<file path="config.mk">
export PLATFORM = sky130hd
export DESIGN_NAME = telem_ft_tx_sched_flat
export DESIGN_NICKNAME = d
export VERILOG_FILES = /design/src/rtl/telem_ft_tx_sched_if.sv /design/src/rtl/telem_ft_tx_sched.sv /design/src/flat_wrapper.sv
export SDC_FILE = /design/constraint.sdc
export NUM_CORES = 1
export LEC_CHECK = 0
export ABC_AREA = 1
export BUFFER_PORTS_ARGS = -buffer_cell sky130_fd_sc_hd__buf_2
export CAP_MARGIN = 20
export CORE_ASPECT_RATIO = 1.1
export CORE_UTILIZATION = 45
export CTS_CLUSTER_SIZE = 40
export DETAILED_ROUTE_END_ITERATION = 10
export GPL_ROUTABILITY_DRIVEN = 0
export PLACE_DENSITY = 0.66
export SYNTH_ARGS = -nofsm -noshare
export SYNTH_HDL_FRONTEND = slang
export SYNTH_SLANG_ARGS = --single-unit
</file>
<file path="constraint.sdc">
create_clock -name clk -period 2.1 [get_ports clk]
set_input_delay 0.105 -clock clk [delete_from_list [all_inputs] [get_ports clk]]
set_output_delay 0.105 -clock clk [all_outputs]
set_load 0.01 [all_outputs]
</file>
<file path="src/rtl/telem_ft_tx_sched_if.sv">
// ---------------------------------------------------------------------------
// telem_ft_tx_sched_if
// Word stream from the telemetry scheduler into the FT TX FIFO.
//   ui_din       : 16-bit word offered to the FIFO
//   ui_din_be    : byte enables, be[1] -> ui_din[15:8], be[0] -> ui_din[7:0]
//   ui_din_valid : ui_din/ui_din_be hold a word
//   ui_din_full  : FIFO full; a word moves only when valid=1 and full=0
// master = scheduler side, slave = FIFO side.
// ---------------------------------------------------------------------------
interface telem_ft_tx_sched_if;
    logic [15:0] ui_din;
    logic [1:0]  ui_din_be;
    logic        ui_din_valid;
    logic        ui_din_full;

    modport master (
        output ui_din,
        output ui_din_be,
        output ui_din_valid,
        input  ui_din_full
    );

    modport slave (
        input  ui_din,
        input  ui_din_be,
        input  ui_din_valid,
        output ui_din_full
    );
endinterface

</file>
<file path="src/rtl/telem_ft_tx_sched.sv">
// ---------------------------------------------------------------------------
// telem_ft_tx_sched
// Frames telemetry packets and periodic/requested statistics into 16-bit
// words for the FT TX FIFO.
//   clk, rst          : single clock, synchronous active-high reset
//   pkt_data/valid    : 88-bit packet, one-cycle valid pulse per packet
//   total_packets     : checker packet count (snapshotted for stats)
//   mismatch_packets  : checker mismatch count (snapshotted for stats)
//   stat_req          : pulse requesting an immediate stats frame
//   ft (master)       : ui_din / ui_din_be / ui_din_valid / ui_din_full
//   drop_count        : packets lost to a full holding register (saturating)
//   busy              : FSM is sending a frame
// Packet frame : HDR_PKT + 6 data words (last word upper byte only).
// Stats frame  : HDR_STAT + total(2) + mismatch(2) + drop_count.
// ---------------------------------------------------------------------------
module telem_ft_tx_sched #(
    parameter logic [31:0] PERIOD   = 32'd256000000,
    parameter logic [15:0] HDR_PKT  = 16'hA55A,
    parameter logic [15:0] HDR_STAT = 16'h5AA5
) (
    input  logic                clk,
    input  logic                rst,
    input  logic [87:0]         pkt_data,
    input  logic                pkt_valid,
    input  logic [31:0]         total_packets,
    input  logic [31:0]         mismatch_packets,
    input  logic                stat_req,
    telem_ft_tx_sched_if.master ft,
    output logic [15:0]         drop_count,
    output logic                busy
);

    typedef enum logic [1:0] {
        ST_IDLE,
        ST_PKT,
        ST_STAT
    } state_t;

    typedef enum logic {
        GRANT_PKT,
        GRANT_STAT
    } grant_t;

    localparam logic [2:0] PKT_LAST  = 3'd6;
    localparam logic [2:0] STAT_LAST = 3'd5;

    // Word + byte enables for a packet frame position.
    function automatic logic [17:0] pkt_word(input logic [2:0]  idx,
                                             input logic [87:0] d);
        logic [17:0] w;
        case (idx)
            3'd0:    w = {HDR_PKT,         2'b11};
            3'd1:    w = {d[87:72],        2'b11};
            3'd2:    w = {d[71:56],        2'b11};
            3'd3:    w = {d[55:40],        2'b11};
            3'd4:    w = {d[39:24],        2'b11};
            3'd5:    w = {d[23:8],         2'b11};
            3'd6:    w = {d[7:0],  8'h00,  2'b10};
            default: w = 18'd0;
        endcase
        return w;
    endfunction

    // Word + byte enables for a stats frame position.
    function automatic logic [17:0] stat_word(input logic [2:0]  idx,
                                              input logic [31:0] tot,
                                              input logic [31:0] mis,
                                              input logic [15:0] drp);
        logic [17:0] w;
        case (idx)
            3'd0:    w = {HDR_STAT,    2'b11};
            3'd1:    w = {tot[31:16],  2'b11};
            3'd2:    w = {tot[15:0],   2'b11};
            3'd3:    w = {mis[31:16],  2'b11};
            3'd4:    w = {mis[15:0],   2'b11};
            3'd5:    w = {drp,         2'b11};
            default: w = 18'd0;
        endcase
        return w;
    endfunction

    function automatic logic [15:0] sat_inc16(input logic [15:0] v);
        return (v == 16'hFFFF) ? v : v + 16'd1;
    endfunction

    // FSM / output registers
    state_t      r_state;
    logic [2:0]  r_idx;
    logic [15:0] r_din;
    logic [1:0]  r_be;
    logic        r_valid;
    logic        r_busy;

    // Datapath / bookkeeping registers
    logic [87:0] r_hold_data;
    logic        r_hold_full;
    logic [15:0] r_drop_count;
    logic [15:0] r_drop_hdr;
    logic [31:0] r_timer;
    logic        r_stat_pending;
    logic [31:0] r_snap_total;
    logic [31:0] r_snap_mis;
    grant_t      r_last_grant;

    // Combinational next values
    state_t      w_state_nxt;
    logic [2:0]  w_idx_nxt;
    logic [17:0] w_word_nxt;
    logic        w_valid_nxt;

    logic w_xfer;
    logic w_pkt_last;
    logic w_stat_last;
    logic w_stat_hdr_xfer;
    logic w_capture;
    logic w_drop;
    logic w_wrap;
    logic w_stat_set;
    logic w_snap;

    assign w_xfer          = r_valid & ~ft.ui_din_full;
    assign w_pkt_last      = (r_state == ST_PKT)  & w_xfer & (r_idx == PKT_LAST);
    assign w_stat_last     = (r_state == ST_STAT) & w_xfer & (r_idx == STAT_LAST);
    assign w_stat_hdr_xfer = (r_state == ST_STAT) & w_xfer & (r_idx == 3'd0);

    // The holding slot is reusable in the very cycle its last word leaves.
    assign w_capture = pkt_valid & (~r_hold_full | w_pkt_last);
    assign w_drop    = pkt_valid &  r_hold_full & ~w_pkt_last;

    assign w_wrap     = (r_timer == PERIOD - 32'd1);
    assign w_stat_set = w_wrap | stat_req;
    // A request landing on the clearing cycle starts a fresh pending period,
    // so it gets a fresh snapshot; otherwise requests coalesce.
    assign w_snap     = w_stat_set & (~r_stat_pending | w_stat_last);

    assign ft.ui_din       = r_din;
    assign ft.ui_din_be    = r_be;
    assign ft.ui_din_valid = r_valid;
    assign drop_count      = r_drop_count;
    assign busy            = r_busy;

    always_comb begin
        w_state_nxt = r_state;
        w_idx_nxt   = r_idx;
        w_word_nxt  = {r_din, r_be};
        w_valid_nxt = r_valid;
        case (r_state)
            ST_IDLE: begin
                w_valid_nxt = 1'b0;
                w_word_nxt  = 18'd0;
                w_idx_nxt   = 3'd0;
                // Both pending: grant the type that did not go last.
                if (r_hold_full && (!r_stat_pending || r_last_grant == GRANT_STAT)) begin
                    w_state_nxt = ST_PKT;
                    w_word_nxt  = pkt_word(3'd0, r_hold_data);
                    w_valid_nxt = 1'b1;
                end else if (r_stat_pending) begin
                    w_state_nxt = ST_STAT;
                    w_word_nxt  = stat_word(3'd0, r_snap_total, r_snap_mis, r_drop_hdr);
                    w_valid_nxt = 1'b1;
                end
            end
            ST_PKT: begin
                if (w_xfer) begin
                    if (r_idx == PKT_LAST) begin
                        w_state_nxt = ST_IDLE;
                        w_idx_nxt   = 3'd0;
                        w_word_nxt  = 18'd0;
                        w_valid_nxt = 1'b0;
                    end else begin
                        w_idx_nxt  = r_idx + 3'd1;
                        w_word_nxt = pkt_word(r_idx + 3'd1, r_hold_data);
                    end
                end
            end
            ST_STAT: begin
                if (w_xfer) begin
                    if (r_idx == STAT_LAST) begin
                        w_state_nxt = ST_IDLE;
                        w_idx_nxt   = 3'd0;
                        w_word_nxt  = 18'd0;
                        w_valid_nxt = 1'b0;
                    end else begin
                        w_idx_nxt  = r_idx + 3'd1;
                        w_word_nxt = stat_word(r_idx + 3'd1, r_snap_total,
                                               r_snap_mis, r_drop_hdr);
                    end
                end
            end
            default: begin
                w_state_nxt = ST_IDLE;
                w_idx_nxt   = 3'd0;
                w_word_nxt  = 18'd0;
                w_valid_nxt = 1'b0;
            end
        endcase
    end

    // State and registered outputs
    always_ff @(posedge clk) begin
        if (rst) begin
            r_state <= ST_IDLE;
            r_idx   <= 3'd0;
            r_din   <= 16'd0;
            r_be    <= 2'b00;
            r_valid <= 1'b0;
            r_busy  <= 1'b0;
        end else begin
            r_state         <= w_state_nxt;
            r_idx           <= w_idx_nxt;
            {r_din, r_be}   <= w_word_nxt;
            r_valid         <= w_valid_nxt;
            r_busy          <= (w_state_nxt != ST_IDLE);
        end
    end

    // Holding register, drop counter, stats timer and snapshots
    always_ff @(posedge clk) begin
        if (rst) begin
            r_hold_data    <= 88'd0;
            r_hold_full    <= 1'b0;
            r_drop_count   <= 16'd0;
            r_drop_hdr     <= 16'd0;
            r_timer        <= 32'd0;
            r_stat_pending <= 1'b0;
            r_snap_total   <= 32'd0;
            r_snap_mis     <= 32'd0;
            r_last_grant   <= GRANT_PKT;
        end else begin
            if (w_capture) begin
                r_hold_data <= pkt_data;
                r_hold_full <= 1'b1;
            end else if (w_pkt_last) begin
                r_hold_full <= 1'b0;
            end

            if (w_drop) begin
                r_drop_count <= sat_inc16(r_drop_count);
            end

            r_timer <= w_wrap ? 32'd0 : r_timer + 32'd1;

            if (w_stat_set) begin
                r_stat_pending <= 1'b1;
            end else if (w_stat_last) begin
                r_stat_pending <= 1'b0;
            end

            if (w_snap) begin
                r_snap_total <= total_packets;
                r_snap_mis   <= mismatch_packets;
            end

            // Last stats word reports the drop count as seen at header time.
            if (w_stat_hdr_xfer) begin
                r_drop_hdr <= r_drop_count;
            end

            if (w_pkt_last) begin
                r_last_grant <= GRANT_PKT;
            end else if (w_stat_last) begin
                r_last_grant <= GRANT_STAT;
            end
        end
    end

endmodule

</file>
<file path="src/flat_wrapper.sv">
// flat-port wrapper written by rule: the top's interface ports become plain ports
module telem_ft_tx_sched_flat 
#(
    parameter logic [31:0] PERIOD   = 32'd256000000,
    parameter logic [15:0] HDR_PKT  = 16'hA55A,
    parameter logic [15:0] HDR_STAT = 16'h5AA5
)
  (clk, rst, pkt_data, pkt_valid, total_packets, mismatch_packets, stat_req, drop_count, busy, ft_ui_din, ft_ui_din_be, ft_ui_din_valid, ft_ui_din_full);
  telem_ft_tx_sched_if ft_i ();
  input  logic clk;
  input  logic rst;
  input  logic [87:0] pkt_data;
  input  logic pkt_valid;
  input  logic [31:0] total_packets;
  input  logic [31:0] mismatch_packets;
  input  logic stat_req;
  output logic [15:0] drop_count;
  output logic busy;
  output wire logic [$bits(ft_i.ui_din)-1:0] ft_ui_din;
  output wire logic [$bits(ft_i.ui_din_be)-1:0] ft_ui_din_be;
  output wire logic [$bits(ft_i.ui_din_valid)-1:0] ft_ui_din_valid;
  input wire logic [$bits(ft_i.ui_din_full)-1:0] ft_ui_din_full;
  assign ft_ui_din = ft_i.ui_din;
  assign ft_ui_din_be = ft_i.ui_din_be;
  assign ft_ui_din_valid = ft_i.ui_din_valid;
  assign ft_i.ui_din_full = ft_ui_din_full;
  telem_ft_tx_sched #(.PERIOD(PERIOD), .HDR_PKT(HDR_PKT), .HDR_STAT(HDR_STAT)) u_core (.clk(clk), .rst(rst), .pkt_data(pkt_data), .pkt_valid(pkt_valid), .total_packets(total_packets), .mismatch_packets(mismatch_packets), .stat_req(stat_req), .ft(ft_i), .drop_count(drop_count), .busy(busy));
endmodule
</file>
**Yosys cells after proc, flatten, opt, wreduce, memory -nomap -nowiden**

Index checks and enable logic that the tools add are counted.

- Divide/modulo/power cells: 0
- Bitwise gates (word level): 18
- Shifts and indexed selects: 0
- Eq/ne operators: 16
- Multipliers: 0
- Reductions and logical operators: 14
- Add/sub/neg operators: 3
- Muxes and demuxes: 32
- $lt $le $gt $ge: 0

Operator list:

| operator | number |
|---|---|
| 18-bit one-hot mux with 7 select lines | 1 |
| 18-bit one-hot mux with 6 select lines | 1 |
| 18-bit 2-to-1 mux | 5 |
| 18-bit one-hot mux with 3 select lines | 1 |
| 32-bit by 1-bit adder with 32-bit output, second input constant | 1 |
| 32-bit by 28-bit == test with 1-bit output, second input constant | 1 |
| 17-bit 2-to-1 mux | 1 |
| 16-bit by 1-bit adder with 16-bit output, second input constant | 1 |
| 16-bit == test, second input constant | 1 |
| 3-bit == test, second input constant | 5 |
| 2-bit 2-to-1 mux | 6 |
| 3-bit 2-to-1 mux | 4 |
| 1-bit AND | 10 |
| 1-bit 2-to-1 mux | 10 |
| 3-bit by 2-bit == test with 1-bit output, second input constant | 2 |
| 3-bit logical NOT | 2 |
| 2-bit one-hot mux with 3 select lines | 1 |
| 3-bit one-hot mux with 2 select lines | 1 |
| 2-bit nonzero test | 3 |
| 1-bit inverter | 5 |
| 2-bit by 1-bit != test with 1-bit output, second input constant | 2 |
| 2-bit != test, second input constant | 2 |
| 2-bit AND reduction | 2 |
| 4-bit AND reduction | 1 |
| 11 further kinds | 14 |

- Memories kept: 0
- Memory bits (writable): 0
- ROM bits: 0
- Latch bits: 0
- Register bits: 244
- Bits of input ports: 157

**Longest topological paths before layout**

Gate-level depths: netlist of the first run.

- Depth in word-level cells: 7
- Depth in mapped cells: 12

**Least setup slack after synthesis of the first run**

No wires, ideal clock.

- Kind: register -> register
- Start point: register u_core.r_timer[0]
- End point: register u_core.r_snap_mis[31]
- Data arrival time: 1560 ps
- Slack: 407 ps
- Cell stages (with the launch flop): 12
- Path buffers: 1
- Data required time: 1966 ps
- Cells stage by stage: dfxtp_1 > ha_1 > nand3_2 > inv_2 > nand2_4 > nor2_2 > nand2_2 > nand2_4 > nand2_2 > clkbuf_1 > nand2_1 > a21oi_1

- Word-level cells in the longest chain between the ends: 3

RTL lines:

| item | RTL line | RTL |
|---|---|---|
| start: declaration | telem_ft_tx_sched.sv:99 | `logic [31:0] r_timer;` |
| start signal: assignment | telem_ft_tx_sched.sv:241 | `r_timer <= w_wrap ? 32'd0 : r_timer + 32'd1;` |
| 32-bit by 28-bit == test with 1-bit output | telem_ft_tx_sched.sv:130 | `assign w_wrap = (r_timer == PERIOD - 32'd1);` |
| 1-bit OR | telem_ft_tx_sched.sv:131 | `assign w_stat_set = w_wrap \| stat_req;` |
| 1-bit AND | telem_ft_tx_sched.sv:134 | `assign w_snap = w_stat_set & (~r_stat_pending \| w_stat_last);` |
| end signal: assignment | telem_ft_tx_sched.sv:251 | `r_snap_mis <= mismatch_packets;` |
| end: declaration | telem_ft_tx_sched.sv:102 | `logic [31:0] r_snap_mis;` |

No other way between the ends.
A chain may end at the register's enable or synchronous reset.

**Final worst setup path of the first run**

- Start point: register u_core.r_timer[1]
- End point: register u_core.r_snap_mis[3]

Same word-level chain as after synthesis.

==> results of run 1 <==
Yosys cell counts, drive strengths merged, types with 4 or more instances:
cell	n	area [um2]
nand2	380	1460
nor2	266	1030
dfxtp	244	4880
nand3	206	1090
a21oi	148	778
o21ai	143	719
inv	90	340
buf	66	414
clkbuf	40	150
nor3	26	130
nand4	24	150
xor2	15	131
ha	6	75.1
or2	6	37.5
xnor2	4	35.0
per-stage QoR:
stage | instance area, um2 | hold slack (ns)
final | 15300 | 0.0372
after global routing | 15300 | 0.0375
after CTS | 15200 | 0.00888
after detailed placement | 12800 | 0.360
after global placement | 12800 | 0.349
after floorplan | 11500 | 0.254
worst max-delay path, stage by stage, from the launching register on:
cell and delay, ns:
sky130_fd_sc_hd__dfxtp_1 0.36, sky130_fd_sc_hd__ha_1 0.21, sky130_fd_sc_hd__nand3_2 0.14, sky130_fd_sc_hd__inv_2 0.12, sky130_fd_sc_hd__nand2_4 0.08, sky130_fd_sc_hd__nor2_2 0.15, sky130_fd_sc_hd__nand2_2 0.11, sky130_fd_sc_hd__nand2_4 0.14
sky130_fd_sc_hd__nand2_2 0.09, sky130_fd_sc_hd__buf_8 0.20, sky130_fd_sc_hd__nand2_1 0.11, sky130_fd_sc_hd__a21oi_1 0.06
layout make-up:
type | instances | area share (%)
clock buffer | 32 | 4.81
clock inverter | 16 | 1.06
inverter | 90 | 2.26
multi-input combinational | 1232 | 37.3
sequential | 244 | 32.0
tap | 310 | 2.54
timing repair buffer | 400 | 20.0
final timing paths:
path,from,end,cells past startpoint
worst min-delay path,ft_ui_din_full,u_core.r_last_grant$_SDFFE_PP0P_,4
worst max-delay path,u_core.r_timer[1]$_SDFF_PP0_,u_core.r_snap_mis[3]$_SDFFE_PP0P_,11
worst max register to register,u_core.r_timer[1]$_SDFF_PP0_,u_core.r_snap_mis[3]$_SDFFE_PP0P_,11
worst min register to register,u_core.r_hold_data[41]$_SDFFE_PP0P_,u_core.r_hold_data[41]$_SDFFE_PP0P_,2
cells by family after synthesis:
| group | count (synthesis) | share of synthesized area, % |
|---|---|---|
| buffers and inverters | 196 | 7.88 |
| XOR/XNOR | 19 | 1.45 |
| adder cells (fa/ha/maj) | 6 | 0.654 |
| flip-flops | 244 | 42.5 |
| AO/OA/AOI/OAI | 293 | 13.2 |
| AND/OR/NAND/NOR | 914 | 34.3 |
flip-flops by register name, summed over array words and instances, names as in the netlist:
| signal | cells |
|---|---|
| u_core.r_stat_pending | 1 |
| u_core.r_hold_data | 88 |
| u_core.r_last_grant | 1 |
| u_core.ft.ui_din_valid | 1 |
| u_core.r_drop_hdr | 16 |
| u_core.busy | 1 |
| u_core.r_state | 2 |
| u_core.ft.ui_din_be | 2 |
| u_core.r_snap_total | 32 |
| u_core.r_idx | 3 |
| u_core.r_hold_full | 1 |
| u_core.ft.ui_din | 16 |
| u_core.r_timer | 32 |
| u_core.drop_count | 16 |
| u_core.r_snap_mis | 32 |
power by group:
group	switching [mW]	internal, mW	total, mW	leakage (nW)
combinational	0.920	0.707	1.63	4.05
clock	1.96	2.85	4.81	0.445
sequential	0.188	4.91	5.10	2.00
total	3.07	8.46	11.5	6.50
what timing repair did:
action / in CTS / in global routing
gates resized for setup: 0 / 12
hold buffers: 155 / 0
endpoints found under the setup margin: 0 / 119
hold endpoints to repair: 171 / 0
per-layer routing:
metal | vias up | wire length, um
li1 | 6110 | -
met5 | - | 0
met2 | 502 | 18700
met1 | 5645 | 16300
met3 | 86 | 2690
met4 | 0 | 1240
==> metrics, run 1 <==
Max Transition Viols Final=0; global-route met1 utilization=37.4%; area growth from synthesis to layout=33.1%; CTS tree=built; predominant post-synthesis flop cell=sky130_fd_sc_hd__dfxtp_1; sequential fraction of the synthesis area=42.5%; dpl hpwl=26500 um; final worst slack=0.170 ns; Required @ worst endpoint=2.51 ns; Async S/R FF share, synth=0%; critical path type=flip-flop to flip-flop; Root Buffer=sky130_fd_sc_hd__clkbuf_16; overall routed net length=39000 um; clock latency of the later-clocked register in the worst-skew pair=0.54 ns; Max Clock Freq=518 MHz; pre-CTS worst setup slack=0.0900 ns; clock-pin slew on the worst setup and hold paths=0.06 ns; GR Layer Usage met2=50.0%; average via count per standard cell=5.31; most used routing layer=met2; status=finished, final reports clean; WL/cell=16.8 um; number of nets at the end of the flow=2157; Fin Setup TNS=0 ns; pin count of the biggest net entering global routing=109; Cell Count, Final, Fillers Out=2324; Post CTS Setup Buffer Count=0; area of the die=0.0262 mm2; most frequent cells in the layout=371 x sky130_fd_sc_hd__nand2_1, 256 x sky130_fd_sc_hd__nor2_1, 241 x sky130_fd_sc_hd__dfxtp_1; most frequent standard cell in the layout excluding fill and tap cells=sky130_fd_sc_hd__nand2_1; height of the die=170 um; sequential cell area=0.00489 mm2; yosys warns=0; DRT Pass-1 Iters=6; synthesized instance count=1672; wire length of the first global-routing pass=60000 um; iteration-0 DRC count of the detailed router=1119; leakage power=6.50 nW; GRT Util Overall=29.0%; number of distinct standard cells referenced by the synthesized netlist=36; setup violators final=0; Slew @ Worst Pin=0.529 ns; total congestion overflow=0; time the final worst path needs with I/O delays and setup=1.93 ns; total nets after synthesis=1835; worst-case register-to-register setup slack=0.17 ns; starting density of the core=46.4%; H-tree depth reported by CTS=1; Max-slew headroom=64.5%; total clock buffers created by CTS=26; placeable core region=0.0248 mm2; startpoint type of the worst setup path=flip-flop; area of the multi-input gates=0.00571 mm2; fraction of layout instances using a drive strength above 1=17.4%; number of global-route vias before repair=11.5k; final core utilization=61.7%; site row count=60; syn_area_per_cell=6.87 um2; post-synthesis register bit count=244; boundary pin count=193; count of antenna-violating nets left after detailed routing=0; Diodes inserted=0; Clock Skew=0.0239 ns; Total Power=11.5 mW; Worst EP arrival=2.34 ns; Critical Path Fanout Max=51; Final Hold Vio Count=0; EDFF count, synth=0; type of destination of the critical path=flip-flop; CTS sink count=244; cell area after synthesis=0.0115 mm2; antenna violations before repair=0; unrepaired setup endpoints after global routing=false; maximum ir drop on the vdd rail=0.000468 V; power density cells=755 mW/mm2; max-cap viol count=0; Port Buffers=192; via total after detailed routing=12.3k; Die W=154 um; Hold/Removal Path Class=input pin to flip-flop; final cycle utilization of the critical path=91.9%; met3 Usage GRT=3.88%; remaining routing DRC violations=0; CTS max path bufs=3; filler cell count=2250; total placed cells including tap cells=2120
Power figures use the tool's default switching activity.
==> inputs of run 2 (changes only) <==
--- a/config.mk
+++ b/config.mk
@@ -13,7 +13,7 @@
 export CTS_CLUSTER_SIZE = 40
 export DETAILED_ROUTE_END_ITERATION = 10
 export GPL_ROUTABILITY_DRIVEN = 0
-export PLACE_DENSITY = 0.66
+export PLACE_DENSITY = 0.69
 export SYNTH_ARGS = -nofsm -noshare
 export SYNTH_HDL_FRONTEND = slang
 export SYNTH_SLANG_ARGS = --single-unit
==> constraint.sdc (replaced) <==
create_clock -name clk -period 1.6 [get_ports clk]
set_input_delay 0.24 -clock clk [delete_from_list [all_inputs] [get_ports clk]]
set_output_delay 0.24 -clock clk [all_outputs]
set_load 0.01 [all_outputs]
==> metrics, run 2 (synthesis gave the netlist of run 1 again) <==
status=finished, violations left; violated checks=hold timing, setup timing; final cycle utilization of the critical path=119% (+27 points); final core utilization=79.2% (+17 points); CTS max path bufs=3 (unchanged); Worst EP arrival=2.38 ns (+0.04 ns); area growth from synthesis to layout=70.8%; total clock buffers created by CTS=26 (unchanged); Max-slew headroom=41.1% (-23 points); number of global-route vias before repair=12.4k (+7.9%); startpoint of the lowest-slack register-to-register path=u_core.r_idx[0]$_SDFFE_PP0P_; unrepaired setup endpoints after global routing=true; dpl hpwl=27600 um (+4.3%); start point of the critical path=u_core.r_idx[0]$_SDFFE_PP0P_; register containing the most flip-flops in the final layout=u_core.r_hold_data; fraction of layout instances using a drive strength above 1=40.3% (+23 points); most frequent cells in the layout=305 x sky130_fd_sc_hd__nand2_1, 228 x sky130_fd_sc_hd__dfxtp_1, 200 x sky130_fd_sc_hd__nor2_1; total congestion overflow=0 (unchanged); pre-CTS worst setup slack=-0.298 ns (-0.388 ns); filler cell count=1407 (-37%); area of the die=0.0262 mm2 (unchanged); WL/cell=22.1 um (+32%); GRT Util Overall=30.9% (+1.9 points); clock latency of the later-clocked register in the worst-skew pair=0.55 ns (about the same); Clock Skew=0.0193 ns (-0.00460 ns); remaining routing DRC violations=0 (unchanged); Port Buffers=192 (unchanged); critical path type=flip-flop to flip-flop; overall routed net length=55000 um (+41%); Root Buffer=sky130_fd_sc_hd__clkbuf_16; setup violators final=174 (+174); startpoint type of the worst setup path=flip-flop; CTS sink count=244 (unchanged); starting density of the core=46.4% (unchanged); Worst R2R Path Depth=12 (+1); Slew @ Worst Pin=0.884 ns (+0.356 ns); Critical Path Fanout Max=7 (-86%); leakage power=8.29 nW (+28%); worst setup path endpoint=u_core.ft.ui_din[5]$_SDFFE_PP0P_; DRT Pass-1 Iters=9 (+3); reg-to-reg endpoint=u_core.ft.ui_din[5]$_SDFFE_PP0P_; power density cells=874 mW/mm2 (+16%); Die W=154 um (unchanged); type of destination of the critical path=flip-flop; count of antenna-violating nets left after detailed routing=0 (unchanged); max-cap viol count=0 (unchanged); boundary pin count=193 (unchanged); iteration-0 DRC count of the detailed router=2035 (+82%); Cell Count, Final, Fillers Out=2487 (+7.0%); Hold WS=-0.0191 ns (-0.0563 ns); Final Hold Vio Count=2 (+2); pin count of the biggest net entering global routing=70 (-36%); fin area=0.0196 mm2 (+28%); Hold/Removal Path Class=input pin to flip-flop; Area after DPL=0.0136 mm2 (+6.2%); average via count per standard cell=6.01 (+13%); H-tree depth reported by CTS=1 (unchanged); maximum ir drop on the vdd rail=0.000911 V (+95%); Max Transition Viols Final=0 (unchanged); placeable core region=0.0248 mm2 (unchanged); CTS tree=built; site row count=60 (unchanged); antenna violations before repair=0 (unchanged); Fin Setup TNS=-17.99 ns (-17.99 ns); Total Power=17.1 mW (+49%); Largest register FFs=88 (unchanged); time the final worst path needs with I/O delays and setup=1.90 ns (-0.0272 ns); total placed cells including tap cells=2208 (+4.2%); worst-case register-to-register setup slack=-0.30 ns (-0.47 ns); Max Clock Freq=525 MHz (+1.4%); number of nets at the end of the flow=2320 (+7.6%); wire length of the first global-routing pass=63900 um (+6.7%); clock-pin slew on the worst setup and hold paths=0.07 ns (about the same); most frequent standard cell in the layout excluding fill and tap cells=sky130_fd_sc_hd__nand2_1; Required @ worst endpoint=2.08 ns (-0.43 ns); height of the die=170 um (unchanged); via total after detailed routing=14.9k (+21%); final worst slack=-0.303 ns (-0.473 ns)
run 2: area by class of cell:
type                    count  area, um2  share of cell area, %
multi-input cells        1235       7680                   39.2
repair buffers            559       5310                   27.1
flip-flops and latches    244       4910                   25.1
clock buffers              39        811                   4.13
well taps                 310        388                   1.98
inverters                  90        368                   1.88
clock inverters             8        124                  0.632
repair inverters            1       16.3                 0.0829
diodes                      1       2.50                 0.0128
run 2: how the worst min path moves through the flow:
stage	startpoint	end	slack [ns]	cells past startpoint
2_1_floorplan	pkt_data[9]	u_core.r_hold_data[9]$_SDFFE_PP0P_	0.39	2
3_3_place_gp	u_core.r_hold_data[18]$_SDFFE_PP0P_	u_core.r_hold_data[18]$_SDFFE_PP0P_	0.44	2
3_5_place_dp	u_core.r_hold_data[21]$_SDFFE_PP0P_	u_core.r_hold_data[21]$_SDFFE_PP0P_	0.45	2
4_1_cts	mismatch_packets[15]	u_core.r_snap_mis[15]$_SDFFE_PP0P_	0.0004	3
5_1_grt	pkt_data[65]	u_core.r_hold_data[65]$_SDFFE_PP0P_	0.005	3
6_report	pkt_data[61]	u_core.r_hold_data[61]$_SDFFE_PP0P_	-0.02	3
run 2: critical path: stages, from the launching register on:
cell	delay, ns
sky130_fd_sc_hd__dfxtp_4	0.39
sky130_fd_sc_hd__buf_6	0.13
sky130_fd_sc_hd__inv_8	0.04
sky130_fd_sc_hd__nor2_1	0.18
sky130_fd_sc_hd__buf_4	0.21
sky130_fd_sc_hd__nand3_1	0.25
sky130_fd_sc_hd__nand2_1	0.13
sky130_fd_sc_hd__inv_1	0.04
sky130_fd_sc_hd__nand3_1	0.06
sky130_fd_sc_hd__nand2_1	0.07
sky130_fd_sc_hd__nand3_2	0.12
sky130_fd_sc_hd__nand2_2	0.09
sky130_fd_sc_hd__a21oi_2	0.11
run 2: what timing repair did:
| action | in CTS | in global routing |
|---|---|---|
| buffers inserted | 12 | 28 |
| cloned | 7 | 45 |
| endpoints found under the hold margin | 132 | 13 |
| gates resized for setup | 148 | 479 |
| hold buffers | 132 | 13 |
| setup endpoints to repair | 223 | 240 |
| pin swaps | 14 | 124 |
run 2: where the power goes:
part / switching [mW] / internal [mW] / total, mW
Sequential: 0.339 / 6.44 / 6.78
Combinational: 1.99 / 1.73 / 3.73
Clock: 2.65 / 3.97 / 6.63
run 2: routing by layer:
metal | part of all wire [%] | vias up | wire length (um) | global-route usage, %
li1 | - | 6479 | - | -
met4 | 8.4 | 0 | 4620 | 15.2
met5 | 0 | - | 0 | 0
met3 | 11 | 411 | 5860 | 5.72
met1 | 34 | 6872 | 18800 | 38.2
met2 | 47 | 1181 | 25600 | 51.8
